$ cat src/rtl/fetch_sequencer_if.sv
// Fetch sequencer bus: run control, decoder strobes and PC outputs.
// master drives Start/Halt/decoder inputs; slave is the sequencer.
interface fetch_sequencer_if #(
  parameter int PC_WIDTH  = 10,
  parameter int CNT_WIDTH = 16
);
  logic                 Start;
  logic                 Halt;
  logic                 ReadMem;
  logic                 WriteMem;
  logic                 BranchEnable;
  logic                 BranchTaken;
  logic [PC_WIDTH-1:0]  BranchTarget;
  logic [PC_WIDTH-1:0]  ProgCounter;
  logic                 Commit;
  logic                 Busy;
  logic                 Done;
  logic [CNT_WIDTH-1:0] CycleCount;

  modport master (
    output Start, Halt, ReadMem, WriteMem,
    output BranchEnable, BranchTaken, BranchTarget,
    input  ProgCounter, Commit, Busy, Done, CycleCount
  );

  modport slave (
    input  Start, Halt, ReadMem, WriteMem,
    input  BranchEnable, BranchTaken, BranchTarget,
    output ProgCounter, Commit, Busy, Done, CycleCount
  );
endinterface

$ cat src/rtl/fetch_sequencer.sv
// Program counter and run control for the accumulator core front end.
// Ports: CLK, Reset (async high), bus (slave): strobes in, PC/Commit/status out.
module fetch_sequencer #(
  parameter int PC_WIDTH  = 10,
  parameter int MEM_WAIT  = 2,
  parameter int CNT_WIDTH = 16
) (
  input  logic CLK,
  input  logic Reset,
  fetch_sequencer_if.slave bus
);

  typedef enum logic [1:0] {
    Idle,
    Run,
    MemWait,
    Halted
  } state_t;

  localparam bit HasWait = (MEM_WAIT > 0);
  localparam logic [3:0] WaitInit =
    4'(HasWait ? MEM_WAIT - 1 : 0);

  state_t               state, stateNext;
  logic [PC_WIDTH-1:0]  pc, pcNext;
  logic [3:0]           waitCnt, waitNext;
  logic [CNT_WIDTH-1:0] cnt;
  logic                 commit;
  logic                 clearCnt;
  logic                 busy;
  logic                 memOp;

  assign memOp = bus.ReadMem | bus.WriteMem;
  assign busy  = (state == Run) || (state == MemWait);

  always_comb begin
    stateNext = state;
    pcNext    = pc;
    waitNext  = waitCnt;
    commit    = 1'b0;
    clearCnt  = 1'b0;
    unique case (state)
      Idle, Halted: begin
        if (bus.Start) begin
          stateNext = Run;
          pcNext    = '0;
          clearCnt  = 1'b1;
        end
      end
      Run: begin
        if (bus.Halt) begin
          stateNext = Halted;
        end else if (memOp && HasWait) begin
          stateNext = MemWait;
          waitNext  = WaitInit;
        end else begin
          commit = 1'b1;
          if (bus.BranchEnable && bus.BranchTaken)
            pcNext = bus.BranchTarget;
          else
            pcNext = pc + 1'b1;
        end
      end
      MemWait: begin
        if (waitCnt != 4'd0) begin
          waitNext = waitCnt - 4'd1;
        end else begin
          commit    = 1'b1;
          pcNext    = pc + 1'b1;
          stateNext = Run;
        end
      end
    endcase
  end

  always_ff @(posedge CLK or posedge Reset) begin
    if (Reset) begin
      state   <= Idle;
      pc      <= '0;
      waitCnt <= 4'd0;
      cnt     <= '0;
    end else begin
      state   <= stateNext;
      pc      <= pcNext;
      waitCnt <= waitNext;
      if (clearCnt)
        cnt <= '0;
      else if (busy && (cnt != {CNT_WIDTH{1'b1}}))
        cnt <= cnt + 1'b1;
    end
  end

  assign bus.ProgCounter = pc;
  assign bus.Commit      = commit;
  assign bus.Busy        = busy;
  assign bus.Done        = (state == Halted);
  assign bus.CycleCount  = cnt;

endmodule

$ cat src/flat_wrapper.sv
// flat-port wrapper written by rule: the top's interface ports become plain ports
module fetch_sequencer_flat 
#(
  parameter int PC_WIDTH  = 10,
  parameter int MEM_WAIT  = 2,
  parameter int CNT_WIDTH = 16
)
  (CLK, Reset, bus_Start, bus_Halt, bus_ReadMem, bus_WriteMem, bus_BranchEnable, bus_BranchTaken, bus_BranchTarget, bus_ProgCounter, bus_Commit, bus_Busy, bus_Done, bus_CycleCount);
  fetch_sequencer_if #(.PC_WIDTH(PC_WIDTH), .CNT_WIDTH(CNT_WIDTH)) bus_i ();
  input  logic CLK;
  input  logic Reset;
  input wire logic [$bits(bus_i.Start)-1:0] bus_Start;
  input wire logic [$bits(bus_i.Halt)-1:0] bus_Halt;
  input wire logic [$bits(bus_i.ReadMem)-1:0] bus_ReadMem;
  input wire logic [$bits(bus_i.WriteMem)-1:0] bus_WriteMem;
  input wire logic [$bits(bus_i.BranchEnable)-1:0] bus_BranchEnable;
  input wire logic [$bits(bus_i.BranchTaken)-1:0] bus_BranchTaken;
  input wire logic [$bits(bus_i.BranchTarget)-1:0] bus_BranchTarget;
  output wire logic [$bits(bus_i.ProgCounter)-1:0] bus_ProgCounter;
  output wire logic [$bits(bus_i.Commit)-1:0] bus_Commit;
  output wire logic [$bits(bus_i.Busy)-1:0] bus_Busy;
  output wire logic [$bits(bus_i.Done)-1:0] bus_Done;
  output wire logic [$bits(bus_i.CycleCount)-1:0] bus_CycleCount;
  assign bus_i.Start = bus_Start;
  assign bus_i.Halt = bus_Halt;
  assign bus_i.ReadMem = bus_ReadMem;
  assign bus_i.WriteMem = bus_WriteMem;
  assign bus_i.BranchEnable = bus_BranchEnable;
  assign bus_i.BranchTaken = bus_BranchTaken;
  assign bus_i.BranchTarget = bus_BranchTarget;
  assign bus_ProgCounter = bus_i.ProgCounter;
  assign bus_Commit = bus_i.Commit;
  assign bus_Busy = bus_i.Busy;
  assign bus_Done = bus_i.Done;
  assign bus_CycleCount = bus_i.CycleCount;
  fetch_sequencer #(.PC_WIDTH(PC_WIDTH), .MEM_WAIT(MEM_WAIT), .CNT_WIDTH(CNT_WIDTH)) u_core (.CLK(CLK), .Reset(Reset), .bus(bus_i));
endmodule
$ cat config.mk
export PLATFORM = sky130hd
export DESIGN_NAME = fetch_sequencer_flat
export DESIGN_NICKNAME = d
export VERILOG_FILES = /design/src/rtl/fetch_sequencer_if.sv /design/src/rtl/fetch_sequencer.sv /design/src/flat_wrapper.sv
export SDC_FILE = /design/constraint.sdc
export NUM_CORES = 1
export LEC_CHECK = 0
export ABC_CLOCK_PERIOD_IN_PS = 1960
export CORE_MARGIN = 5
export CORE_UTILIZATION = 44
export DETAILED_ROUTE_END_ITERATION = 12
export GPL_ROUTABILITY_DRIVEN = 1
export GPL_TIMING_DRIVEN = 1
export PLACE_DENSITY = 0.74
export SLEW_MARGIN = 20
export SYNTH_ARGS = -nofsm -noshare
export SYNTH_HDL_FRONTEND = slang
export SYNTH_SLANG_ARGS = --single-unit
$ cat constraint.sdc
create_clock -name CLK -period 1.96 [get_ports CLK]
set_clock_uncertainty 0.1 [all_clocks]
set_input_delay 0.392 -clock CLK [delete_from_list [all_inputs] [get_ports CLK]]
set_output_delay 0.392 -clock CLK [all_outputs]
set_load 0.005 [all_outputs]
Word-level counts from Yosys, hierarchy flattened
Cells that the tools add are included.
{"block": "totals", "register_bits": 32, "inputBits": 18, "out_inout_bits": 29, "wordCells": 53}
{"block": "op_classes", "n_addsub": 3, "eq_ne": 11, "n_mux": 23, "bitwise": 1, "reduce_logical": 11}
{"operator": "2-to-1 mux 10 bit", "n": 5}
{"operator": "2-to-1 mux 16 bit", "n": 2}
{"operator": "case mux 10 bit (3 select lines)", "n": 1}
{"operator": "adder 16 x 1 -> 16 bit (second input constant)", "n": 1}
{"operator": "inequality test 16 bit (second input constant)", "n": 1}
{"operator": "2-to-1 mux 4 bit", "n": 3}
{"operator": "adder 10 x 1 -> 10 bit (second input constant)", "n": 1}
{"operator": "inequality test 2 bit (second input constant)", "n": 5}
{"operator": "2-to-1 mux 2 bit", "n": 4}
{"operator": "case mux 4 bit (2 select lines)", "n": 1}
{"operator": "AND reduction 4 bit", "n": 2}
{"operator": "case mux 2 bit (3 select lines)", "n": 1}
{"operator": "2-to-1 mux 1 bit", "n": 5}
{"operator": "equality test 2 bit (second input constant)", "n": 2}
{"operator": "nonzero test 2 bit", "n": 2}
{"operator": "nonzero test 4 bit", "n": 1}
{"operator": "subtractor 4 x 1 -> 4 bit (second input constant)", "n": 1}
{"operator": "inequality test 3 x 2 -> 1 bit (second input constant)", "n": 1}
{"operator": "AND reduction 3 bit", "n": 1}
{"operator": "equality test 2 x 1 -> 1 bit (second input constant)", "n": 1}
{"operator": "logical AND 1 bit", "n": 2}
{"operator": "zero test 2 bit", "n": 1}
{"operator": "inequality test 2 x 1 -> 1 bit (second input constant)", "n": 1}
{"operator": "case mux 1 bit (2 select lines)", "n": 1}
{"operator": "other kinds (3)", "n": 3}

Longest topological paths before layout
Gate-level depths: netlist of the first run.
{"block": "depth", "depth_word": 5, "ltp_mapped": 8, "ltp_nobuf": 7}

Worst setup path after synthesis of the first run
No wires, ideal clock.
{"block": "synth_path", "path_kind": "register to register", "from": "register u_core.state[0]", "to": "register u_core.cnt[15], in the netlist u_core.bus.CycleCount[15]", "arrival_time_ns": 1.897, "path_slack_ns": -0.165, "path_stages_with_launch": 9, "n_path_buf": 1, "synth_period_minus_slack_ns": 2.125, "path_cell_list": "dfrtp_1 -> inv_1 -> ha_1 -> clkbuf_1 -> and4b_1 -> nand2_1 -> or4_1 -> nand3_1 -> o21ai_0"}
{"block": "synth_between", "elab_chain_cells": 4, "elab_cells_between_ends": 10, "classes_between": "eq/ne (3); mux (2); reduce/logical (5)"}
{"element": "from (decl)", "line": "fetch_sequencer.sv:24", "source": "state_t state, stateNext;"}
{"element": "from (signal assigned)", "line": "fetch_sequencer.sv:78", "source": "state <= Idle;"}
{"element": "from (signal assigned)", "line": "fetch_sequencer.sv:83", "source": "state <= stateNext;"}
{"element": "equality test 2 bit (tied with other cells)", "line": "fetch_sequencer.sv:42", "source": "unique case (state)"}
{"element": "OR reduction 2 bit / logical OR 1 bit (equally long branches)", "line": "fetch_sequencer.sv:42, fetch_sequencer.sv:34"}
{"element": "2-to-1 mux 1 bit / logical AND 1 bit (equally long branches)", "line": "fetch_sequencer.sv:42, fetch_sequencer.sv:88"}
{"element": "2-to-1 mux 16 bit / nonzero test 2 bit (equally long branches)"}
{"element": "to (signal assigned)", "line": "fetch_sequencer.sv:89", "source": "cnt <= cnt + 1'b1;"}
{"element": "to (decl)", "line": "fetch_sequencer.sv:27", "source": "logic [CNT_WIDTH-1:0] cnt;"}
Several ways; a longest one is shown, not always the timed one.
A chain may end at the register's enable or synchronous reset.

Worst setup path after layout of the first run
{"block": "layout_path", "from": "register u_core.waitCnt[1]", "to": "register u_core.pc[8], in the netlist u_core.bus.ProgCounter[8]"}
{"block": "layout_between", "elab_chain_cells": 3}
{"element": "from (decl)", "line": "fetch_sequencer.sv:26", "source": "logic [3:0] waitCnt, waitNext;"}
{"element": "from (signal assigned)", "line": "fetch_sequencer.sv:85", "source": "waitCnt <= waitNext;"}
{"element": "nonzero test 4 bit", "line": "fetch_sequencer.sv:65", "source": "if (waitCnt != 4'd0) begin"}
{"element": "inequality test 2 bit (no source line)"}
{"element": "AND reduction 4 bit (no source line)"}
{"element": "to (signal assigned)", "line": "fetch_sequencer.sv:84", "source": "pc <= pcNext;"}
{"element": "to (decl)", "line": "fetch_sequencer.sv:25", "source": "logic [PC_WIDTH-1:0] pc, pcNext;"}
Every way passes these cells.

==> out/results.md, run 1 <==
* critical path required time: 2.08 ns
* post-synthesis register bit count: 32
* run status: finished with violations
* fraction of the core area covered by cells at the end of the flow: 69.9%
* kind of critical path: flop to flop
* total via count in the routed design: 2007
* post-DR wirelength/cell: 13.9 um
* Area growth, synth to finish: 56.8%
* die boundary width: 75.7 um
* Max Cap Violations: 0
* antenna fix cells: 0
* Worst Hold Class: primary input to asynchronous set/reset pin
* count of boundary I/O pins: 47
* CTS tree: built
* Max transition margin: 72.6%
* Final #Nets: 336
* post-synthesis sequential area ratio: 42.1%
* power per cell area: 1190 nW/um^2
* ranking of synthesized cells by area: dfrtp_1 42%, o21ai_0 6.1%, nand2_1 5.7%
* number of CTS-inserted buffers: 5
* post-synthesis cell type with the largest combined area: dfrtp_1
* async set-reset flop share out of synthesis: 100%
* leakage power total: 0.00132 uW
* area share of the largest cell type after synthesis: 42.1%
* standard-cell rows: 24
* total setup violations reported at the end of the flow: 12
* Total Wirelength: 5090 um
* clock-pin transition on the worst setup and hold timing paths: 0.07 ns
* count of placed standard cells in the final layout, fillers left out: 365
* detailed router's first-iteration violation count: 111
* crit path time final: 2.12 ns
* post-route total power: 3540 uW
* Max Fclk: 472 MHz
* worst r2r src: u_core.waitCnt[1]
* buffers added on ports: 46
* number of enable flip-flop cells after synthesis: 0
* type of destination of the critical path: flop
* antenna violations before repair: 0
* Critical Path Source: u_core.waitCnt[1]
* final clock period utilization by the worst path: 108%
* number of synthesis warnings: 0
* count of fill cells added during filler insertion: 355
* number of H-tree levels: 2
* critical path peak fanout: 3
* violations in the final reports: negative setup slack
* largest net degree at the start of global routing: 33
* sum of net half-perimeters after detailed placement: 3690 um
* average via count per standard cell: 5.50
* overall global routing resource usage: 18.6%
* maximum number of buffers from clock root to sink: 2
* worst path arrival time: 2.24 ns
* Final Max Slew Viols: 0
* CTS sink cnt: 32
* final worst-path setup slack: -0.159 ns
* number of cells produced by synthesis: 218
* global-route wire length before repair: 8280 um
* Fin. Hold Viols: 0
* clock network latency to the later pin of the worst-skew pair: 0.28 ns
* remaining global-route overflow: 0
* Post-Place Cells: 350
* Synth cell types: 38
* die extent in y: 75.7 um
* post-synthesis area per instance: 8.72 sq um
* final weighted congestion in routability-driven placement: 0.896
* unrepaired setup endpoints after global routing: yes
* DRC errors left: 0
* Startpoint Class: flop
* IR Drop Worst-Case VDD: 0.839 mV
* worst slack, placed: -0.400 ns
* share of final-layout standard cells stronger than drive strength 1: 27.5%
* residual antenna-violating net count after detailed routing: 0
* total standard cell area after synthesis: 1900 sq um
* Register-to-Register Setup Slack: -0.16 ns
* root buf cell: clkbuf_8
* Worst-Margin Slew: 0.411 ns
* number of search-and-repair iterations in the first detailed-routing pass: 4
* vias in the first global route: 1863
* Synthesized Nets: 242
* setup_tns: -0.524 ns
* placeable core region: 4260 sq um
* primary flip-flop cell chosen by synthesis mapping: dfrtp_1
* Die Outline Area: 5730 sq um
* effective utilization at floorplan: 44.6%
synth_stat cells, types with 5 or more instances:
cell type   n
nand3_1    19
o21ai_0    23
nor3_1      6
nand2_1    29
nor2_1     15
and3_1      7
inv_1      13
a21oi_1     6
ha_1        6
a22o_1      9
dfrtp_1    32
clkbuf_1    5
mux2i_1     8
worst paths after layout:
| kind | end | cells after the start |
|---|---|---|
| worst min-delay path | u_core.bus.CycleCount[6] | 3 |
| worst max-delay path | u_core.bus.ProgCounter[8] | 8 |
| max in group asynchronous | u_core.bus.CycleCount[11] | 3 |
| worst min register to register | u_core.waitCnt[1] | 2 |
| min in group CLK | u_core.waitCnt[1] | 2 |
| worst max register to register | u_core.bus.ProgCounter[8] | 8 |
through the flow:
stage | cell area (sq um) | hold slack (ns)
floorplan | 1910 | 0.348
global placement | 2710 | 0.368
detailed placement | 2710 | 0.388
CTS | 2910 | 0.407
global route | 2980 | 0.449
finish | 2980 | 0.393
metal layers:
metal | vias up | part of all wire (%) | global-route usage, %
met3 | 6 | 5.9 | 4.75
met4 | 0 | 1.2 | 4.66
li1 | 986 | - | -
met2 | 58 | 48 | 31.1
met1 | 957 | 45 | 24.0
met5 | - | 0 | 0
worst max-delay path, stage by stage, from the launching register on:
cell     delay [ns]
dfrtp_1        0.40
inv_2          0.09
ha_4           0.14
nor3b_4        0.19
buf_4          0.14
nor2_2         0.03
or4_4          0.48
or4_1          0.41
nand3_1        0.09
flip-flops by register name, indices dropped and copies added, names as in the netlist:
register,flops
u_core.state,2
u_core.bus.CycleCount,16
u_core.waitCnt,4
u_core.bus.ProgCounter,10
repair_timing:
item,in CTS,in global routing
cloned,0,0
pin swaps,3,10
setup buffers,6,3
resized for setup,25,18
hold buffers,0,0
setup endpoints to repair,16,21
placed cells by master, fill, tap and decap left out, types with 3 or more instances in the layout:
master	n
or4_4	3
a21oi_2	3
nand3_2	3
a22o_1	9
buf_4	43
nor2_1	13
nand2b_1	3
nor3_1	4
nand2_2	3
mux2i_1	8
clkdlybuf4s50_1	43
inv_2	3
ha_4	3
nand3_1	16
nand2_1	26
and3_1	7
nand4_1	3
ha_1	3
a21oi_1	3
o21ai_0	21
dfrtp_1	32
clkbuf_8	6
xnor2_1	3
inv_1	10
layout make-up:
type	instances	area, sq um	share of cell area [%]
multi-input cells	168	1160	38.9
repair buffers	92	815	27.3
flip-flops and latches	32	801	26.9
clock buffers	6	82.6	2.77
well taps	52	65.1	2.18
inverters	13	48.8	1.64
clock inverters	2	10.0	0.336
where the power goes:
part | leakage, uW | switching [uW] | internal, uW | total [uW]
logic | 0.000842 | 929 | 1140 | 2070
registers | 0.000432 | 149 | 789 | 937
clock network | 0.0000510 | 253 | 280 | 533
kinds of logic after synthesis:
kind of cell,Yosys count,synth area share (%)
AND/OR/NAND/NOR,99,26.9
AO/OA/AOI/OAI,50,17.0
flip-flops,32,42.1
buffers and inverters,18,3.56
multiplexers,8,4.21
adder cells (fa/ha/maj),6,3.95
XOR/XNOR,5,2.30
(Power assumes the default switching activity.)
==> run 2, diff against run 1 <==
--- a/config.mk
+++ b/config.mk
@@ -11,6 +11,7 @@
 export DETAILED_ROUTE_END_ITERATION = 12
 export GPL_ROUTABILITY_DRIVEN = 1
 export GPL_TIMING_DRIVEN = 1
+export MAX_ROUTING_LAYER = met4
 export PLACE_DENSITY = 0.74
 export SLEW_MARGIN = 20
 export SYNTH_ARGS = -nofsm -noshare
==> constraint.sdc (replaced) <==
create_clock -name CLK -period 1.96 [get_ports CLK]
set_clock_uncertainty 0.1 [all_clocks]
set_input_delay 0.196 -clock CLK [delete_from_list [all_inputs] [get_ports CLK]]
set_output_delay 0.196 -clock CLK [all_outputs]
set_load 0.005 [all_outputs]
==> out/results.md, run 2 (synthesis results as in run 1) <==
* Die Outline Area: 5730 sq um
* total setup violations reported at the end of the flow: 10
* run status: finished with violations
* Post-Place Cells: 349
* root buf cell: clkbuf_8
* vias in the first global route: 1949
* leakage power total: 0.00130 uW
* Fin. Hold Viols: 0
* placeable core region: 4260 sq um
* critical path peak fanout: 4
* worst path arrival time: 2.23 ns
* Max transition margin: 71.8%
* overall global routing resource usage: 19.6%
* remaining global-route overflow: 0
* total of hold buffers inserted after clock tree synthesis: 0
* residual antenna-violating net count after detailed routing: 0
* most frequent cells in the layout: 44 x clkdlybuf4s50_1, 40 x buf_4, 32 x dfrtp_1, 28 x nand2_1, 20 x o21ai_0
* count of boundary I/O pins: 47
* post-DR wirelength/cell: 14.0 um
* Worst Hold Class: primary input to asynchronous set/reset pin
* sum of net half-perimeters after detailed placement: 3660 um
* post-route total power: 3490 uW
* antenna violations before repair: 0
* total via count in the routed design: 2006
* type of destination of the critical path: flop
* IR Drop Worst-Case VDD: 0.746 mV
* total area of multi-input combinational cells: 1100 sq um
* Register-to-Register Setup Slack: -0.15 ns
* CTS sink cnt: 32
* Reg2Reg Depth: 8
* most common cell after layout, fill and taps aside: clkdlybuf4s50_1
* share of final-layout standard cells stronger than drive strength 1: 22.8%
* worst r2r src: u_core.waitCnt[1]
* clock network latency to the later pin of the worst-skew pair: 0.28 ns
* Max Fclk: 475 MHz
* largest net degree at the start of global routing: 33
* standard-cell rows: 24
* average via count per standard cell: 5.51
* die boundary width: 75.7 um
* detailed router's first-iteration violation count: 124
* final worst-path setup slack: -0.147 ns
* count of placed standard cells in the final layout, fillers left out: 364
* number of search-and-repair iterations in the first detailed-routing pass: 4
* crit path time final: 2.11 ns
* sequential standard cell area: 801 sq um
* unrepaired setup endpoints after global routing: yes
* buffers added on ports: 46
* Final #Nets: 335
* Final Max Slew Viols: 0
* maximum number of buffers from clock root to sink: 2
* Max Cap Violations: 0
* power per cell area: 1200 nW/um^2
* CTS tree: built
* Worst-Margin Slew: 0.424 ns
* worst r2r dst: u_core.bus.ProgCounter[8]
* Startpoint Class: flop
* Total Wirelength: 5100 um
* count of fill cells added during filler insertion: 347
* final clock period utilization by the worst path: 108%
* number of CTS-inserted buffers: 5
* Largest register FFs: 16
* global-route wire length before repair: 8450 um
* DRC errors left: 0
* critical path required time: 2.08 ns
* clock-pin transition on the worst setup and hold timing paths: 0.07 ns
* final weighted congestion in routability-driven placement: 0.819
* number of H-tree levels: 2
* die extent in y: 75.7 um
* Area growth, synth to finish: 53.3%
* antenna fix cells: 0
* kind of critical path: flop to flop
* violations in the final reports: negative setup slack
* effective utilization at floorplan: 44.6%
-- run 2: cell count changes in the layout (fill, tap and decap cells not counted), moves of 3 or more --
cell / change
buf_6: +3
a21oi_1: +3
buf_4: -3
a21oi_2: -3
-- run 2: metal layers --
| layer | share of wire, % | up-vias | routed length, um | global-route usage (%) |
|---|---|---|---|---|
| met1 | 44 | 961 | 2260 | 23.2 |
| met2 | 49 | 61 | 2510 | 33.5 |
| li1 | - | 978 | - | - |
| met5 | 0 | - | 0 | - |
| met3 | 5.7 | 6 | 291 | 3.17 |
| met4 | 0.94 | 0 | 48 | 6.99 |
-- run 2: where the power goes --
group | internal, uW | switching, uW | total, uW
clock network | 286 | 240 | 526
registers | 789 | 149 | 938
logic | 1100 | 919 | 2020
total | 2180 | 1310 | 3490
-- run 2: area by class of cell --
class	instances	area share [%]
Tap cell	52	2.23
Timing Repair Buffer	91	27.8
Inverter	13	1.68
Sequential cell	32	27.5
Clock buffer	8	3.09
Multi-Input combinational cell	168	37.7
-- run 2: how the worst max path moves through the flow --
stage | startpoint | endpoint | slack, ns | cells after the start
finish | u_core.waitCnt[1] | u_core.bus.ProgCounter[8] | -0.15 | 8
global route | u_core.waitCnt[1] | u_core.bus.ProgCounter[8] | -0.22 | 8
CTS | u_core.waitCnt[1] | u_core.bus.ProgCounter[8] | -0.13 | 8
detailed placement | bus_Halt | u_core.bus.ProgCounter[8] | -0.18 | 5
global placement | bus_Halt | u_core.bus.ProgCounter[8] | -0.15 | 5
floorplan | u_core.state[1] | u_core.bus.CycleCount[13] | -0.08 | 7
-- run 2: metrics by stage --
stage	setup slack, ns	instance area [sq um]	utilization (%)	TNS (ns)	hold WS (ns)
2_1_floorplan	-0.0808	1910	-	-0.232	0.212
3_3_place_gp	-0.154	2690	63.1	-0.589	0.366
3_5_place_dp	-0.183	2690	63.1	-1.11	0.376
4_1_cts	-0.128	2850	66.8	-0.331	0.219
5_1_grt	-0.217	2910	68.3	-1.52	0.255
6_report	-0.147	2910	68.3	-0.627	0.207
-- run 2: repair_timing --
action / in CTS / in global routing
resized for setup: 14 / 18
setup buffers: 3 / 4
endpoints found under the setup margin: 15 / 17
pin swaps: 2 / 6
-- run 2: worst max-delay path: stages (launching register included) --
cell,delay [ns]
dfrtp_1,0.39
inv_2,0.09
ha_4,0.15
nor3b_4,0.18
buf_4,0.14
nor2_2,0.03
or4_4,0.48
or4_1,0.40
nand3_1,0.09
